`src/rtl/instruction_decoder.sv`:
```
// ============================================================================
// Module  : instruction_decoder
// Purpose : Instruction register, opcode/step decode, datapath enables,
//           carry/zero flags and sticky halt. Optional illegal-opcode trap
//           enabled by defining ILLEGAL_TRAP_EN.
// Revision: 1.0 - initial release
// ============================================================================
`default_nettype none

module instruction_decoder #(
    parameter int OPW = 4,
    parameter int ADW = 4
) (
    input  logic                 clk,
    input  logic                 rst,
    input  logic [OPW+ADW-1:0]   bus_in,
    input  logic                 in_bus,
    input  logic                 fetch_complete,
    input  logic [1:0]           step,
    input  logic                 alu_carry,
    input  logic                 alu_zero,
    output logic [1:0]           steps_required,
    output logic                 mar_controller,
    output logic                 ram_controller_read,
    output logic                 ir_out_en,
    output logic                 a_load,
    output logic                 b_load,
    output logic                 alu_sub,
    output logic                 alu_out_en,
    output logic                 a_out_en,
    output logic                 ram_write,
    output logic                 out_load,
    output logic                 pc_load,
    output logic                 halted,
    output logic                 illegal_op,
    output logic [OPW+ADW-1:0]   ir_q
);

    localparam int c_irw = OPW + ADW;

    localparam logic [OPW-1:0] c_op_nop = OPW'(4'h0);
    localparam logic [OPW-1:0] c_op_lda = OPW'(4'h1);
    localparam logic [OPW-1:0] c_op_add = OPW'(4'h2);
    localparam logic [OPW-1:0] c_op_sub = OPW'(4'h3);
    localparam logic [OPW-1:0] c_op_sta = OPW'(4'h4);
    localparam logic [OPW-1:0] c_op_ldi = OPW'(4'h5);
    localparam logic [OPW-1:0] c_op_jmp = OPW'(4'h6);
    localparam logic [OPW-1:0] c_op_jc  = OPW'(4'h7);
    localparam logic [OPW-1:0] c_op_jz  = OPW'(4'h8);
    localparam logic [OPW-1:0] c_op_out = OPW'(4'hE);
    localparam logic [OPW-1:0] c_op_hlt = OPW'(4'hF);

    logic [c_irw-1:0] r_ir;
    logic             r_carry;
    logic             r_zero;
    logic             r_halted;
    logic [OPW-1:0]   w_opcode;
    logic             w_exec;
    logic             w_s0;
    logic             w_flag_upd;
    logic             w_illegal;

    assign w_opcode   = r_ir[c_irw-1 -: OPW];
    assign w_exec     = fetch_complete && !r_halted;
    assign w_s0       = w_exec && (step == 2'd0);
    assign w_flag_upd = w_exec && (step == 2'd3) &&
                        ((w_opcode == c_op_add) || (w_opcode == c_op_sub));

`ifdef ILLEGAL_TRAP_EN
    logic r_illegal;

    assign w_illegal = (w_opcode >= OPW'(4'h9)) && (w_opcode <= OPW'(4'hD));

    always_ff @(posedge clk or negedge rst) begin
        if (!rst) begin
            r_illegal <= 1'b0;
        end else if (w_s0 && w_illegal) begin
            r_illegal <= 1'b1;
        end
    end

    assign illegal_op = r_illegal;
`else
    assign w_illegal  = 1'b0;
    assign illegal_op = 1'b0;
`endif

    // IR only loads during fetch; a strobe seen in execute or after halt is ignored.
    always_ff @(posedge clk or negedge rst) begin
        if (!rst) begin
            r_ir     <= '0;
            r_carry  <= 1'b0;
            r_zero   <= 1'b0;
            r_halted <= 1'b0;
        end else begin
            if (in_bus && !fetch_complete && !r_halted) begin
                r_ir <= bus_in;
            end
            if (w_flag_upd) begin
                r_carry <= alu_carry;
                r_zero  <= alu_zero;
            end
            if (w_s0 && ((w_opcode == c_op_hlt) || w_illegal)) begin
                r_halted <= 1'b1;
            end
        end
    end

    // Step count depends only on the opcode so the controller sees it before step 0.
    always_comb begin
        steps_required = 2'd0;
        case (w_opcode)
            c_op_lda, c_op_sta: steps_required = 2'd2;
            c_op_add, c_op_sub: steps_required = 2'd3;
            default:            steps_required = 2'd0;
        endcase
    end

    always_comb begin
        mar_controller      = 1'b0;
        ram_controller_read = 1'b0;
        ir_out_en           = 1'b0;
        a_load              = 1'b0;
        b_load              = 1'b0;
        alu_sub             = 1'b0;
        alu_out_en          = 1'b0;
        a_out_en            = 1'b0;
        ram_write           = 1'b0;
        out_load            = 1'b0;
        pc_load             = 1'b0;
        if (w_exec) begin
            case (w_opcode)
                c_op_lda: begin
                    case (step)
                        2'd0: mar_controller = 1'b1;
                        2'd1: begin
                            ir_out_en           = 1'b1;
                            ram_controller_read = 1'b1;
                        end
                        2'd2: a_load = 1'b1;
                        default: ;
                    endcase
                end
                c_op_add, c_op_sub: begin
                    case (step)
                        2'd0: mar_controller = 1'b1;
                        2'd1: begin
                            ir_out_en           = 1'b1;
                            ram_controller_read = 1'b1;
                        end
                        2'd2: b_load = 1'b1;
                        default: begin
                            alu_out_en = 1'b1;
                            a_load     = 1'b1;
                            alu_sub    = (w_opcode == c_op_sub);
                        end
                    endcase
                end
                c_op_sta: begin
                    case (step)
                        2'd0: mar_controller = 1'b1;
                        2'd1: ir_out_en = 1'b1;
                        2'd2: begin
                            a_out_en  = 1'b1;
                            ram_write = 1'b1;
                        end
                        default: ;
                    endcase
                end
                c_op_ldi: begin
                    ir_out_en = (step == 2'd0);
                    a_load    = (step == 2'd0);
                end
                c_op_jmp: begin
                    ir_out_en = (step == 2'd0);
                    pc_load   = (step == 2'd0);
                end
                c_op_jc: begin
                    ir_out_en = (step == 2'd0);
                    pc_load   = (step == 2'd0) && r_carry;
                end
                c_op_jz: begin
                    ir_out_en = (step == 2'd0);
                    pc_load   = (step == 2'd0) && r_zero;
                end
                c_op_out: begin
                    a_out_en = (step == 2'd0);
                    out_load = (step == 2'd0);
                end
                c_op_nop: ;
                default: ;
            endcase
        end
    end

    assign halted = r_halted;
    assign ir_q   = r_ir;

endmodule

`default_nettype wire

```
`config.mk`:
```
export PLATFORM = sky130hd
export DESIGN_NAME = instruction_decoder
export DESIGN_NICKNAME = d
export VERILOG_FILES = /design/src/rtl/instruction_decoder.sv
export SDC_FILE = /design/constraint.sdc
export NUM_CORES = 1
export LEC_CHECK = 0
export CAP_MARGIN = 20
export CORE_AREA = 8 8 51 53
export DETAILED_ROUTE_END_ITERATION = 7
export DIE_AREA = 0 0 59 61
export GPL_ROUTABILITY_DRIVEN = 0
export PLACE_DENSITY = 0.82
export SLEW_MARGIN = 15
export SYNTH_ARGS = -nofsm -noshare
export SYNTH_HDL_FRONTEND = slang
export SYNTH_SLANG_ARGS = --single-unit
```
`constraint.sdc`:
```
create_clock -name clk -period 4.55 [get_ports clk]
set_clock_uncertainty 0.2 [all_clocks]
set_input_delay 0.91 -clock clk [delete_from_list [all_inputs] [get_ports clk]]
set_output_delay 0.91 -clock clk [all_outputs]
set_load 0.02 [all_outputs]
```
==> run_results.csv, run 1 <==
group,metric,value,unit
logic_synthesis,synth_compound_area_frac,0.06435,
critical_path,ff2ff_path_depth,3,
drt,vias,649,
cts,cts_sinks,11,
logic_synthesis,synth_area_leaders,"dfrtp_1 38%, mux2_2 16%, nand2b_4 3.8%, nor4_1 3.5%, nor4_4 3.0%",
critical_path,critPathMostFrequentCell,"clkdlybuf4s50_1",
worst_hold_path,hp-class,"flop to flop",
timing,fin_crit_sh,0.8655,
critical_path,cp.required,3.44,ns
critical_path,crit_chain,"clkdlybuf4s50_1 -> nand2b_4 -> or3b_1 -> nor4_1 -> clkdlybuf4s50_1",
cts,cts_buffers,3,
timing,setup_viol,0,
drt,drt_first_pass_iters,4,
logic_synthesis,yosysTopAreaCellShare,0.3826,
logic_synthesis,synth-adder-area-share,0,
grt,grt_pass1_wl,3243,um
drt,final_antenna_net_count,0,
floorplan,die_x,59,um
logic_synthesis,yosys_warnings,0,
logic_synthesis,syn_inst,68,
grt,grt_overflow,0,
cts,htree_levels,1,
placed_design,port-buffer-count,37,
drt,drtIter0Drc,9,
logic_synthesis,syn_nets,84,
critical_path,slowest_delay,0.65,ns
finish,fin_nets,120,
critical_path,reg2reg_from,"ir_q[6]$_DFFE_PN0P_",
timing,maxSlewViolCount,0,
timing,fmax,253.9,MHz
drt,drt-total-wl,2053,um
floorplan,die-area,0.003599,mm2
logic_synthesis,synth_area_per_cell,10.58,um2
pwr,power_density,522.3,mW/mm2
grt,grt_max_degree,18,
pwr,total_leakage_power,0.0004247,uW
timing,fin_tns_setup,0,ns
timing,worst_pin_slew,0.6410,ns
logic_synthesis,synth_area,719.4,um2
grt,antenna_found_initial,0,
logic_synthesis,ys_types,29,
floorplan,ios,39,
logic_synthesis,synth_top_family_by_area,"simple AND/OR/NAND/NOR gates",
finish,area_growth,54.96,%
timing,min_period,3.938,ns
finish,num_antenna_cells,0,
job,drv_cap,0,
cts,cts_tree,"done",
logic_synthesis,ys_ff_latch,11,
cts,path_clk_slew,0.07,ns
worst_hold_path,min_to,"r_carry$_DFFE_PN0P_",
timing,hold-worst-slack,0.3095,ns
cts,cts_resized,0,
timing,slew_headroom,0.5708,
grt,grt_usage,0.1205,
cts,root_buffer,"clkbuf_4",
grt,grt_pass1_vias,682,
logic_synthesis,synth_area_leader_cell,"dfrtp_1",
floorplan,chipHeight,61,um
finish,fillers,177,
floorplan,start_util,0.3906,
timing,grt_setup_unrepaired,"no",
pwr,peakVddDrop,0.3489,mV
critical_path,arrival,2.83,ns
critical_path,ff2ff_setup_slack,2.73,ns
critical_path,timing.rr.end,"r_carry$_DFFE_PN0P_",
critical_path,worst_setup_path_end_kind,"output port",
finish,drive_gt1_frac,0.2039,
drt,drc,0,
floorplan,rows,16,
worst_hold_path,whs_path_depth,1,
cts,cts_hold_buffers,0,
logic_synthesis,ys_seq_area_frac,0.3826,
logic_synthesis,synth-simple-area-share,0.3165,
worst_hold_path,min_from,"r_carry$_DFFE_PN0P_",
placed_design,dp_hpwl,1614,um
cts,clockBufferDepth,2,
run_status,status,"complete, no violations",
timing,hold_viol,0,
floorplan,core,0.001842,mm2
logic_synthesis,synth.area.mux_share,0.1565,
drt,via_per_inst,4.992,
drt,wire_per_inst,15.79,um
logic_synthesis,synth-xor-area-share,0.02435,
critical_path,path_max_fanout,7,
critical_path,cp-start-kind,"primary input",
critical_path,critPathKind,"primary input to output port",
cts,post_cts_buffers,0,
critical_path,cp_slowest_cell,"clkdlybuf4s50_1",
cts,clock_latency,0.27,ns
layout by cell type, fill, tap and decap left out, types with 3 or more instances in the layout:
| cell | Yosys | layout |
|---|---|---|
| a21oi_1 | 3 | 3 |
| clkbuf_4 | 0 | 3 |
| clkdlybuf4s50_1 | 0 | 37 |
| dfrtp_1 | 11 | 11 |
| mux2_2 | 10 | 10 |
| nand2b_1 | 3 | 3 |
| nor2_1 | 4 | 4 |
| nor3_1 | 4 | 4 |
| nor4_1 | 4 | 4 |
power breakdown:
| part | internal (uW) | leakage, uW | switching (uW) |
|---|---|---|---|
| sequential | 139 | 0.000132 | 68.3 |
| clock | 32.5 | 0.0000177 | 32.8 |
| combinational | 167 | 0.000275 | 142 |
metrics by stage:
| stage | cells | total power (uW) | instance area, um2 | utilization | setup WS [ns] |
|---|---|---|---|---|---|
| after global placement | 126 | 510.2 | 1087 | 0.5904 | 0.6220 |
| after detailed placement | 126 | 520.0 | 1087 | 0.5904 | 0.6128 |
| after global routing | 130 | 619.2 | 1115 | 0.6053 | 0.5094 |
| after CTS | 130 | 590.5 | 1115 | 0.6053 | 0.6042 |
| after floorplan | 68 | 390.0 | 719.4 | - | 1.384 |
| final | 130 | 582.3 | 1115 | 0.6053 | 0.6121 |
cell usage after synthesis:
library cell	n
xor2_1	2
or3_2	1
nand2_1	1
o21ai_0	1
nor2_1	4
clkbuf_1	2
conb_1	1
buf_6	1
nand4b_1	2
or3b_1	1
dfrtp_1	11
nor4_4	1
nor4_1	4
buf_2	2
nand3_1	1
nand2b_4	2
nor3_1	4
buf_4	1
nor3b_2	1
and3b_1	2
a21oi_1	3
a211o_1	1
a21o_2	1
mux2_2	10
and2_1	1
or2_2	1
a2bb2oi_1	1
nand2b_1	3
nor3b_1	2
cell type report:
class / instances / area [um2] / share of cell area
clock buffer: 3 / 22.52 / 0.02020
clock inverter: 1 / 5.005 / 0.004489
multi-input combinational: 51 / 407.9 / 0.3659
sequential: 11 / 275.3 / 0.2469
tap: 27 / 33.78 / 0.03030
timing repair buffer: 37 / 370.4 / 0.3322
cells by family after synthesis:
family / after synthesis
muxes: 10
AOI/OAI and AO/OA: 7
buffers and inverters: 6
DFF: 11
and+or+nand+nor: 31
xor gates and xnor gates: 2
other: 1
worst max-delay path, delay by kind of cell:
kind	cells	cell delay (ns)
buffers and inverters	2	1.19
AND/OR/NAND/NOR	3	0.73
worst max-delay path by stage:
| stage | start | to | slack (ns) | cells after the start |
|---|---|---|---|---|
| after detailed placement | fetch_complete | ram_write | 0.61 | 5 |
| after global placement | fetch_complete | ram_write | 0.62 | 5 |
| final | fetch_complete | ram_write | 0.61 | 5 |
| after floorplan | fetch_complete | ram_write | 1.38 | 3 |
| after global routing | step[0] | out_load | 0.51 | 4 |
| after CTS | fetch_complete | ram_write | 0.60 | 5 |
metal layers:
layer	part of all wire	vias to the layer above	routed length (um)	GRT usage
li1	-	314	-	-
met1	0.36	304	745	0.1209
met2	0.52	27	1064	0.2118
met3	0.10	4	205	0.04873
met4	0.019	0	38	0.06143
met5	0	-	0	0
sequential cells by signal (all words and copies together), names as in the netlist:
signal   flops
ir_q         8
halted       1
r_carry      1
r_zero       1
Power figures use the tool's default switching activity.
==> run 2: changes to the inputs <==
SLEW_MARGIN = 20   (was 15)
==> results of run 2 <==
Final layout, timing and power as in run 1 (identical DEF).
==> edit (flow settings as in run 2) <==
Set the parameter `OPW` to 3 (it was 4).
--- a/src/rtl/instruction_decoder.sv
+++ b/src/rtl/instruction_decoder.sv
@@ -9,5 +9,5 @@
 
 module instruction_decoder #(
-    parameter int OPW = 4,
+    parameter int OPW = 3,
     parameter int ADW = 4
 ) (
Interface: changed (resized bus_in and ir_q); port bits go from 39 to 37. The function was not compared with the original's and may differ.
==> edit against run 2 <==
Total power rose by 4.5%; final area decreased by 12%; synthesized cell count decreased by 18%; sequential share of layout area is 0.95 points higher; sequential cell count fell by 1; wire length decreased by 14%; core utilization fell by 7.5 points; setup slack better by 74 ps; critical endpoint is now ir_out_en; critical path depth fell by 1; die area unchanged; synthesized area down 17%.
==> edit: results (changes against run 2) <==
worst endpoint data arrival time 2750 ps (-80 ps); count of distinct cell types in the synthesized netlist 28 (-3.4%); register area share after synthesis 41.7% (+3.4 points); CP Max Fanout 10 (+3); Max Clock Freq 0.259 GHz (+1.9%); worst setup slack for register-to-register paths 2900 ps (+170 ps); share of post-route cells with drive strength above 1 19.1% (-1.3 points); commonest cells in the synthesized netlist 10 x sky130_fd_sc_hd__dfrtp_1, 9 x sky130_fd_sc_hd__mux2_2, 4 x sky130_fd_sc_hd__buf_4; flip-flop count of the largest register after layout 7 (-1); Resize count post-CTS 0 (unchanged); worst vdd ir 0.000317 V (-9.0%); via count of the first global-routing pass 630 (-7.6%); post-place setup slack 688 ps (+74.8 ps); count of input and output buffers 34 (-8.1%); combined global-route utilization of all metal layers 10.9% (-1.2 points); number of nets in the layout 105 (-13%); Synth area leaders sky130_fd_sc_hd__dfrtp_1 42%, sky130_fd_sc_hd__mux2_2 17%, sky130_fd_sc_hd__buf_4 5.0%; largest net degree at the start of global routing 12 (-6); Worst Setup Start Kind input port; Worst Hold Margin 321 ps (+11.4 ps); result of the run completed; number of non-filler instances in the completed layout 116 (-11%); leakage power 0.368 nW (-13%); wire length of the first global-routing pass 2.97 mm (-8.3%); mean area per synthesized cell 10.7 sq um (+1.4%); kind of path behind the tightest hold check flip-flop to flip-flop; Num CTS Buffers 3 (unchanged); initial DRC count 5 (-4); average detailed-routed wire length per instance 15.2 microns (-3.5%); mean number of vias per cell 4.75 (-4.9%); Least-Margin Pin Slew 574 ps (-66.7 ps); placed cells 112 (-11%); number of fill cells in the layout 191 (+7.9%)
[edit: cells by family (layout without fill, tap and decap cells)]
family / after synthesis / count (layout) / share of synthesized area, %
other: 1 / 2 / 0.624
and+or+nand+nor: 23 / 23 / 26.3
muxes: 10 / 10 / 18.5
DFF: 10 / 10 / 41.7
buffers and inverters: 7 / 39 / 7.08
AOI/OAI and AO/OA: 4 / 4 / 4.38
xor gates and xnor gates: 1 / 1 / 1.46
[edit: final cells by class]
class,count,share of cell area [%]
well taps,27,3.46
clock buffers,4,3.72
flip-flops and latches,10,25.6
repair buffers,34,34.9
multi-input cells,40,31.9
inverters,1,0.385
[edit: stage by stage]
stage | cell area (sq um) | util, %
after floorplan | 604 | -
after global placement | 940 | 51.0
after detailed placement | 940 | 51.0
after CTS | 976 | 53.0
after global routing | 976 | 53.0
final | 976 | 53.0
[edit: final timing paths]
path	end	startpoint	cells past startpoint
worst max register to register	ir_q[6]	halted	2
worst min-delay path	r_carry	r_carry	1
max in group asynchronous	halted	rst	1
worst min register to register	r_carry	r_carry	1
worst max-delay path	ir_out_en	step[0]	4
min in group asynchronous	ir_q[4]	rst	1
[edit: critical path: stages]
cell	delay [ps]
sky130_fd_sc_hd__clkdlybuf4s50_1	580
sky130_fd_sc_hd__or3_1	480
sky130_fd_sc_hd__mux2i_1	160
sky130_fd_sc_hd__clkdlybuf4s50_1	630
[edit: metal layers]
| layer | track usage [%] | vias up | part of all wire [%] |
|---|---|---|---|
| met2 | 17.6 | 26 | 49 |
| met1 | 10.7 | 261 | 36 |
| li1 | - | 262 | - |
| met5 | 0 | - | 0 |
| met4 | 6.14 | 0 | 0.40 |
| met3 | 6.57 | 2 | 15 |
[edit: report_power, final]
part	internal (mW)	switching [mW]
logic	0.180	0.158
registers	0.133	0.0579
clock network	0.0485	0.0313
total	0.362	0.247
